[config.mk]
export PLATFORM = sky130hd
export DESIGN_NAME = avalon_mem_test_master_flat
export DESIGN_NICKNAME = d
export VERILOG_FILES = /design/src/rtl/avalon_mem_test_master_if.sv /design/src/rtl/avalon_mem_test_master.sv /design/src/flat_wrapper.sv
export SDC_FILE = /design/constraint.sdc
export NUM_CORES = 1
export LEC_CHECK = 0
export BUFFER_PORTS_ARGS = -buffer_cell sky130_fd_sc_hd__clkbuf_2
export CORE_MARGIN = 8
export CORE_UTILIZATION = 35
export CTS_CLUSTER_DIAMETER = 150
export CTS_CLUSTER_SIZE = 12
export DETAILED_ROUTE_END_ITERATION = 6
export PLACE_DENSITY_LB_ADDON = 0.25
export SLEW_MARGIN = 20
export SYNTH_ARGS = -nofsm -noshare
export SYNTH_HDL_FRONTEND = slang
export SYNTH_SLANG_ARGS = --single-unit
[constraint.sdc]
create_clock -name clk -period 6.7 [get_ports clk]
set_clock_uncertainty 0.15 [all_clocks]
set_input_delay 2.01 -clock clk [delete_from_list [all_inputs] [get_ports clk]]
set_output_delay 2.01 -clock clk [all_outputs]
set_load 0.03 [all_outputs]
[src/rtl/avalon_mem_test_master_if.sv]
// Avalon-MM bus bundle between the memory test master and a word-addressed RAM slave.
interface avalon_mem_test_master_if #(
  parameter int ADDR_W = 10,
  parameter int DATA_W = 32
) ();
  logic [ADDR_W-1:0]   address;
  logic                read;
  logic                write;
  logic [DATA_W-1:0]   writedata;
  logic [DATA_W/8-1:0] byteenable;
  logic                waitrequest;
  logic [DATA_W-1:0]   readdata;
  logic                readdatavalid;

  modport master (
    output address, read, write, writedata, byteenable,
    input  waitrequest, readdata, readdatavalid
  );

  modport slave (
    input  address, read, write, writedata, byteenable,
    output waitrequest, readdata, readdatavalid
  );
endinterface

[src/rtl/avalon_mem_test_master.sv]
// Memory self-test engine: writes seed+i over a wrapping window, reads it back with
// pipelined reads and reports pass/fail, mismatch count and first failing address.
//
// state    | meaning
// S_IDLE   | waiting for start; window parameters latched on accept
// S_WRITE  | one write per accepted cycle, address base+i, data seed+i
// S_READ   | issuing reads while outstanding < MAX_OUTSTANDING, comparing returns
// S_DRAIN  | all reads issued, comparing remaining returns
// S_FINISH | done pulse, pass latched, busy released
module avalon_mem_test_master #(
  parameter int ADDR_W          = 10,
  parameter int DATA_W          = 32,
  parameter int MAX_OUTSTANDING = 4
) (
  input  logic                    clk,
  input  logic                    reset,
  input  logic                    start,
  input  logic [DATA_W-1:0]       seed,
  input  logic [ADDR_W-1:0]       base,
  input  logic [ADDR_W:0]         length,
  output logic                    busy,
  output logic                    done,
  output logic                    pass,
  output logic [15:0]             err_count,
  output logic [ADDR_W-1:0]       first_err_addr,
  avalon_mem_test_master_if.master avm
);

  localparam int                OCNT_W   = $clog2(MAX_OUTSTANDING + 1);
  localparam logic [OCNT_W-1:0] OCNT_MAX = OCNT_W'(MAX_OUTSTANDING);
  localparam logic [OCNT_W-1:0] OCNT_ONE = OCNT_W'(1);
  localparam logic [ADDR_W-1:0] ADDR_ONE = ADDR_W'(1);
  localparam logic [ADDR_W:0]   CNT_ONE  = (ADDR_W+1)'(1);
  localparam logic [DATA_W-1:0] DATA_ONE = DATA_W'(1);

  typedef enum logic [2:0] {
    S_IDLE,
    S_WRITE,
    S_READ,
    S_DRAIN,
    S_FINISH
  } state_t;

  state_t              state_q, state_d;
  logic                busy_q, busy_d;
  logic                done_q, done_d;
  logic                pass_q, pass_d;
  logic [15:0]         err_count_q, err_count_d;
  logic [ADDR_W-1:0]   first_err_addr_q, first_err_addr_d;
  logic [ADDR_W-1:0]   addr_q, addr_d;
  logic [DATA_W-1:0]   wdata_q, wdata_d;
  logic                write_q, write_d;
  logic                read_q, read_d;
  logic [ADDR_W:0]     len_q, len_d;
  logic [ADDR_W-1:0]   base_q, base_d;
  logic [ADDR_W:0]     cmd_cnt_q, cmd_cnt_d;
  logic [ADDR_W:0]     rsp_cnt_q, rsp_cnt_d;
  logic [OCNT_W-1:0]   ocnt_q, ocnt_d;
  logic [DATA_W-1:0]   exp_data_q, exp_data_d;
  logic [ADDR_W-1:0]   exp_addr_q, exp_addr_d;

  logic                cmd_acc;
  logic                rd_acc;
  logic                rsp;
  logic [ADDR_W:0]     cmd_cnt_inc;

  assign cmd_acc     = (write_q || read_q) && !avm.waitrequest;
  assign rd_acc      = read_q && !avm.waitrequest;
  // Returns outside the read phases belong to nobody and are dropped.
  assign rsp         = avm.readdatavalid && (state_q == S_READ || state_q == S_DRAIN);
  assign cmd_cnt_inc = cmd_cnt_q + CNT_ONE;

  always_comb begin
    state_d          = state_q;
    busy_d           = busy_q;
    done_d           = 1'b0;
    pass_d           = pass_q;
    err_count_d      = err_count_q;
    first_err_addr_d = first_err_addr_q;
    addr_d           = addr_q;
    wdata_d          = wdata_q;
    write_d          = write_q;
    read_d           = read_q;
    len_d            = len_q;
    base_d           = base_q;
    cmd_cnt_d        = cmd_cnt_q;
    rsp_cnt_d        = rsp_cnt_q;
    ocnt_d           = ocnt_q;
    exp_data_d       = exp_data_q;
    exp_addr_d       = exp_addr_q;

    if (rd_acc && !rsp) begin
      ocnt_d = ocnt_q + OCNT_ONE;
    end else if (!rd_acc && rsp) begin
      ocnt_d = ocnt_q - OCNT_ONE;
    end

    if (rsp) begin
      rsp_cnt_d  = rsp_cnt_q + CNT_ONE;
      exp_data_d = exp_data_q + DATA_ONE;
      exp_addr_d = exp_addr_q + ADDR_ONE;
      if (avm.readdata != exp_data_q) begin
        if (err_count_q != 16'hFFFF) err_count_d = err_count_q + 16'd1;
        if (err_count_q == 16'd0) first_err_addr_d = exp_addr_q;
      end
    end

    case (state_q)
      S_IDLE: begin
        // A start overlapping the done pulse is treated as belonging to the old test.
        if (start && !done_q) begin
          busy_d           = 1'b1;
          pass_d           = 1'b0;
          err_count_d      = 16'd0;
          first_err_addr_d = '0;
          len_d            = length;
          base_d           = base;
          addr_d           = base;
          wdata_d          = seed;
          exp_data_d       = seed;
          exp_addr_d       = base;
          cmd_cnt_d        = '0;
          rsp_cnt_d        = '0;
          ocnt_d           = '0;
          if (length == '0) begin
            state_d = S_FINISH;
          end else begin
            state_d = S_WRITE;
            write_d = 1'b1;
          end
        end
      end
      S_WRITE: begin
        if (cmd_acc) begin
          if (cmd_cnt_inc == len_q) begin
            state_d   = S_READ;
            write_d   = 1'b0;
            read_d    = 1'b1;
            addr_d    = base_q;
            cmd_cnt_d = '0;
          end else begin
            cmd_cnt_d = cmd_cnt_inc;
            addr_d    = addr_q + ADDR_ONE;
            wdata_d   = wdata_q + DATA_ONE;
          end
        end
      end
      S_READ: begin
        if (rd_acc) begin
          if (cmd_cnt_inc == len_q) begin
            state_d = S_DRAIN;
            read_d  = 1'b0;
          end else begin
            cmd_cnt_d = cmd_cnt_inc;
            addr_d    = addr_q + ADDR_ONE;
            read_d    = (ocnt_d < OCNT_MAX);
          end
        end else if (!read_q) begin
          read_d = (ocnt_d < OCNT_MAX);
        end
      end
      S_DRAIN: begin
        if (rsp_cnt_d == len_q) state_d = S_FINISH;
      end
      S_FINISH: begin
        done_d  = 1'b1;
        busy_d  = 1'b0;
        pass_d  = (err_count_q == 16'd0);
        state_d = S_IDLE;
      end
      default: begin
        state_d = S_IDLE;
        write_d = 1'b0;
        read_d  = 1'b0;
        busy_d  = 1'b0;
      end
    endcase
  end

  always_ff @(posedge clk or posedge reset) begin
    if (reset) begin
      state_q          <= S_IDLE;
      busy_q           <= 1'b0;
      done_q           <= 1'b0;
      pass_q           <= 1'b0;
      err_count_q      <= 16'd0;
      first_err_addr_q <= '0;
      addr_q           <= '0;
      wdata_q          <= '0;
      write_q          <= 1'b0;
      read_q           <= 1'b0;
      len_q            <= '0;
      base_q           <= '0;
      cmd_cnt_q        <= '0;
      rsp_cnt_q        <= '0;
      ocnt_q           <= '0;
      exp_data_q       <= '0;
      exp_addr_q       <= '0;
    end else begin
      state_q          <= state_d;
      busy_q           <= busy_d;
      done_q           <= done_d;
      pass_q           <= pass_d;
      err_count_q      <= err_count_d;
      first_err_addr_q <= first_err_addr_d;
      addr_q           <= addr_d;
      wdata_q          <= wdata_d;
      write_q          <= write_d;
      read_q           <= read_d;
      len_q            <= len_d;
      base_q           <= base_d;
      cmd_cnt_q        <= cmd_cnt_d;
      rsp_cnt_q        <= rsp_cnt_d;
      ocnt_q           <= ocnt_d;
      exp_data_q       <= exp_data_d;
      exp_addr_q       <= exp_addr_d;
    end
  end

  assign busy           = busy_q;
  assign done           = done_q;
  assign pass           = pass_q;
  assign err_count      = err_count_q;
  assign first_err_addr = first_err_addr_q;

  assign avm.address    = addr_q;
  assign avm.read       = read_q;
  assign avm.write      = write_q;
  assign avm.writedata  = wdata_q;
  assign avm.byteenable = '1;

endmodule
[src/flat_wrapper.sv]
// flat-port wrapper written by rule: the top's interface ports become plain ports
module avalon_mem_test_master_flat 
#(
  parameter int ADDR_W          = 10,
  parameter int DATA_W          = 32,
  parameter int MAX_OUTSTANDING = 4
)
  (clk, reset, start, seed, base, length, busy, done, pass, err_count, first_err_addr, avm_address, avm_read, avm_write, avm_writedata, avm_byteenable, avm_waitrequest, avm_readdata, avm_readdatavalid);
  avalon_mem_test_master_if #(.ADDR_W(ADDR_W), .DATA_W(DATA_W)) avm_i ();
  input  logic clk;
  input  logic reset;
  input  logic start;
  input  logic [DATA_W-1:0] seed;
  input  logic [ADDR_W-1:0] base;
  input  logic [ADDR_W:0] length;
  output logic busy;
  output logic done;
  output logic pass;
  output logic [15:0] err_count;
  output logic [ADDR_W-1:0] first_err_addr;
  output wire logic [$bits(avm_i.address)-1:0] avm_address;
  output wire logic [$bits(avm_i.read)-1:0] avm_read;
  output wire logic [$bits(avm_i.write)-1:0] avm_write;
  output wire logic [$bits(avm_i.writedata)-1:0] avm_writedata;
  output wire logic [$bits(avm_i.byteenable)-1:0] avm_byteenable;
  input wire logic [$bits(avm_i.waitrequest)-1:0] avm_waitrequest;
  input wire logic [$bits(avm_i.readdata)-1:0] avm_readdata;
  input wire logic [$bits(avm_i.readdatavalid)-1:0] avm_readdatavalid;
  assign avm_address = avm_i.address;
  assign avm_read = avm_i.read;
  assign avm_write = avm_i.write;
  assign avm_writedata = avm_i.writedata;
  assign avm_byteenable = avm_i.byteenable;
  assign avm_i.waitrequest = avm_waitrequest;
  assign avm_i.readdata = avm_readdata;
  assign avm_i.readdatavalid = avm_readdatavalid;
  avalon_mem_test_master #(.ADDR_W(ADDR_W), .DATA_W(DATA_W), .MAX_OUTSTANDING(MAX_OUTSTANDING)) u_core (.clk(clk), .reset(reset), .start(start), .seed(seed), .base(base), .length(length), .busy(busy), .done(done), .pass(pass), .err_count(err_count), .first_err_addr(first_err_addr), .avm(avm_i));
endmodule
==> flow_metrics.tcl <==
set metrics [dict create \
    outcome "complete, no violations" \
    clk_path_buf_depth 2 \
    period_share_pct 65.6 \
    dp.cells 1634 \
    path_cells "clkbuf_2, nor2b_1, o21ai_0, nand3_1, and2_1, o21a_1, buf_4, o21ai_0, a22o_1" \
    slew-limit-headroom_pct 32.6 \
    grt_pass1_wl_um 47900 \
    whs_endpoint "u_core.base_q[7]$_DFFE_PP0P_" \
    async_flop_share_pct 100 \
    cp_max_fo 19 \
    end_kind "flip-flop" \
    cts_root_buf "clkbuf_16" \
    grt_max_degree 101 \
    final_cells 1667 \
    gr-total-overflow 0 \
    pin_count 167 \
    yosys.cell_types.count 66 \
    layout_commonest_cell "nand2_1" \
    crit_top_cell "o21ai_0" \
    min_period_ns 4.40 \
    gp_congestion 0.868 \
    wirelength_um 30500 \
    cp-start-kind "input pin" \
    clk_latency_ns 0.45 \
    drc 0 \
    grt.total_usage_pct 18.0 \
    min_from "u_core.base_q[7]$_DFFE_PP0P_" \
    r2r_slack_ns 2.75 \
    p_per_area_mw_per_mm2 446 \
    first_global_vias 8450 \
    rows 61 \
    post_cts_buffers 0 \
    num_vias 8830 \
    fill_cells 2884 \
    finish.instance_area_mm2 0.0114 \
    worstMarginPinSlew_ns 1.00 \
    route.detailed.wl_per_inst_um 18.3 \
    path_class "input pin to flip-flop" \
    startpoint "avm_waitrequest" \
    avgSynthCellArea_um2 8.52 \
    initial_utilization_pct 35.3 \
    hold_viol_final 0 \
    finalSetupViolCount 0 \
    ff2ff_path_depth 9 \
    die_height_um 183 \
    clock.fmax_mhz 227 \
    cts_buffers 17 \
    timing.rr.end "u_core.cmd_cnt_q[9]$_DFFE_PP0P_" \
    die-width_um 183 \
    slowest_delay_ns 0.62 \
    hold_path.class "flip-flop to flip-flop" \
    dr.pass1.iters 5 \
    r2r-start "u_core.cmd_cnt_q[0]$_DFFE_PP0P_" \
    drv_slew 0 \
    cp.required_ns 6.87 \
    ant_nets 0 \
    drive_above_1_share_pct 17.2 \
    hpwl_um 22500 \
    netlist_area_mm2 0.00975 \
    leakage_nw 4.91 \
    final_cell_mix "nand2_1, dfrtp_1, clkbuf_2" \
    finalSetupTns_ns 0 \
    viasPerCell 5.30 \
    max_cap_viol_count 0 \
    post-route-util_pct 41.4 \
    die_area_mm2 0.0334 \
    path_clk_slew_ns 0.07 \
    antenna_found_initial 6 \
    placed_cell_area_mm2 0.0109 \
    post_cts_resized 0 \
    ctsHoldBuffers 0 \
    hold_depth 2 \
    rsz0062_at_grt "false" \
    cts_sinks 164 \
    slowest_stage "o21a_1" \
    synth_flop_cell "dfrtp_1" \
    syn2layout_area_growth_pct 17.4 \
    yosysWarnings 0 \
    ys_ff_latch 164 \
    cts_tree "yes" \
    finalNetCount 1375 \
    htreeDepth 4 \
    drtIter0Drc 583 \
    synth_edf_count 0 \
    coreArea_mm2 0.0276 \
    synth-seq-area-share_pct 42.1 \
    peakVddDrop_mv 0.141 \
    io_buffer_count 162 \
    worstPathArrival_ns 4.57 \
    synth_cells 1144 \
]
==> state kept, by name, summed over array words and instances, names as in the netlist <==
signal / flops
u_core.avm.address: 10
u_core.avm.read: 1
u_core.avm.write: 1
u_core.avm.writedata: 32
u_core.base_q: 10
u_core.busy: 1
u_core.cmd_cnt_q: 11
u_core.done: 1
u_core.err_count: 16
u_core.exp_addr_q: 10
u_core.exp_data_q: 32
u_core.first_err_addr: 10
u_core.len_q: 11
u_core.ocnt_q: 3
u_core.pass: 1
u_core.rsp_cnt_q: 11
u_core.state_q: 3
==> report_power, final <==
group / internal (mW) / total [mW] / switching [mW]
Sequential: 1.36 / 1.85 / 0.494
Combinational: 0.831 / 2.25 / 1.42
Clock: 0.531 / 1.00 / 0.469
Total: 2.72 / 5.11 / 2.39
==> logic make-up after synthesis <==
family,synth area share (%)
adder cells (fa/ha/maj),1.28
flip-flops,42.1
XOR/XNOR,10.6
other,0.0385
AND/OR/NAND/NOR,24.0
AO/OA/AOI/OAI,16.4
multiplexers,1.76
buffers and inverters,3.76
==> through the flow <==
step | total power, mW | setup slack [ns] | hold WS (ns)
after floorplan | 3.45 | 0.107 | 0.296
after global placement | 4.08 | 1.93 | 0.311
after detailed placement | 4.12 | 1.87 | 0.318
after CTS | 5.14 | 2.33 | 0.335
after global routing | 5.49 | 2.10 | 0.359
final | 5.11 | 2.30 | 0.329
==> Yosys cell counts, drive strengths merged (16+ instances only) <==
cell type,n,area (µm²)
o21ai,89,460
dfrtp,164,4100
inv,20,75.1
xnor2,84,736
buf,23,144
nand4,31,200
a21oi,68,340
and3,24,150
nand3,54,280
nand2,189,712
nor3,33,165
clkbuf,39,148
xor2,34,298
nor2,93,354
o22ai,16,100
mux2i,16,160
==> critical path, delay by kind of cell <==
kind | cells | cell delay (ns)
buffers and inverters | 2 | 0.41
AND/OR/NAND/NOR | 3 | 1.00
AO/OA/AOI/OAI | 4 | 1.12
==> routing by layer <==
| layer | part of all wire (%) | wire [µm] | track usage (%) | up-vias |
|---|---|---|---|---|
| li1 | - | - | - | 4308 |
| met1 | 46 | 14100 | 24.7 | 4213 |
| met2 | 45 | 13700 | 27.4 | 249 |
| met3 | 6.0 | 1830 | 4.65 | 50 |
| met4 | 2.4 | 726 | 5.82 | 10 |
| met5 | 0.19 | 59 | 0 | - |
==> final cells by class <==
class / count / area (µm²) / share of cell area [%]
Inverter: 20 / 80.1 / 0.700
Clock inverter: 14 / 158 / 1.38
Multi-Input combinational cell: 901 / 5300 / 46.4
Timing Repair Buffer: 171 / 891 / 7.79
Sequential cell: 164 / 4100 / 35.9
Tap cell: 378 / 473 / 4.13
Clock buffer: 18 / 429 / 3.75
Antenna cell: 1 / 2.50 / 0.0219
==> how the worst max path moves through the flow <==
stage / to / slack, ns / cells past startpoint
6_report: u_core.avm.writedata[13]$_DFFE_PP0P_ / 2.30 / 9
5_1_grt: u_core.avm.writedata[13]$_DFFE_PP0P_ / 2.10 / 9
4_1_cts: u_core.avm.writedata[13]$_DFFE_PP0P_ / 2.33 / 9
3_5_place_dp: u_core.avm.writedata[13]$_DFFE_PP0P_ / 1.87 / 9
3_3_place_gp: u_core.first_err_addr[3]$_DFF_PP0_ / 1.93 / 7
2_1_floorplan: u_core.avm.address[0]$_DFFE_PP0P_ / 0.11 / 1
Note: power is estimated with default switching activity, not from simulation.
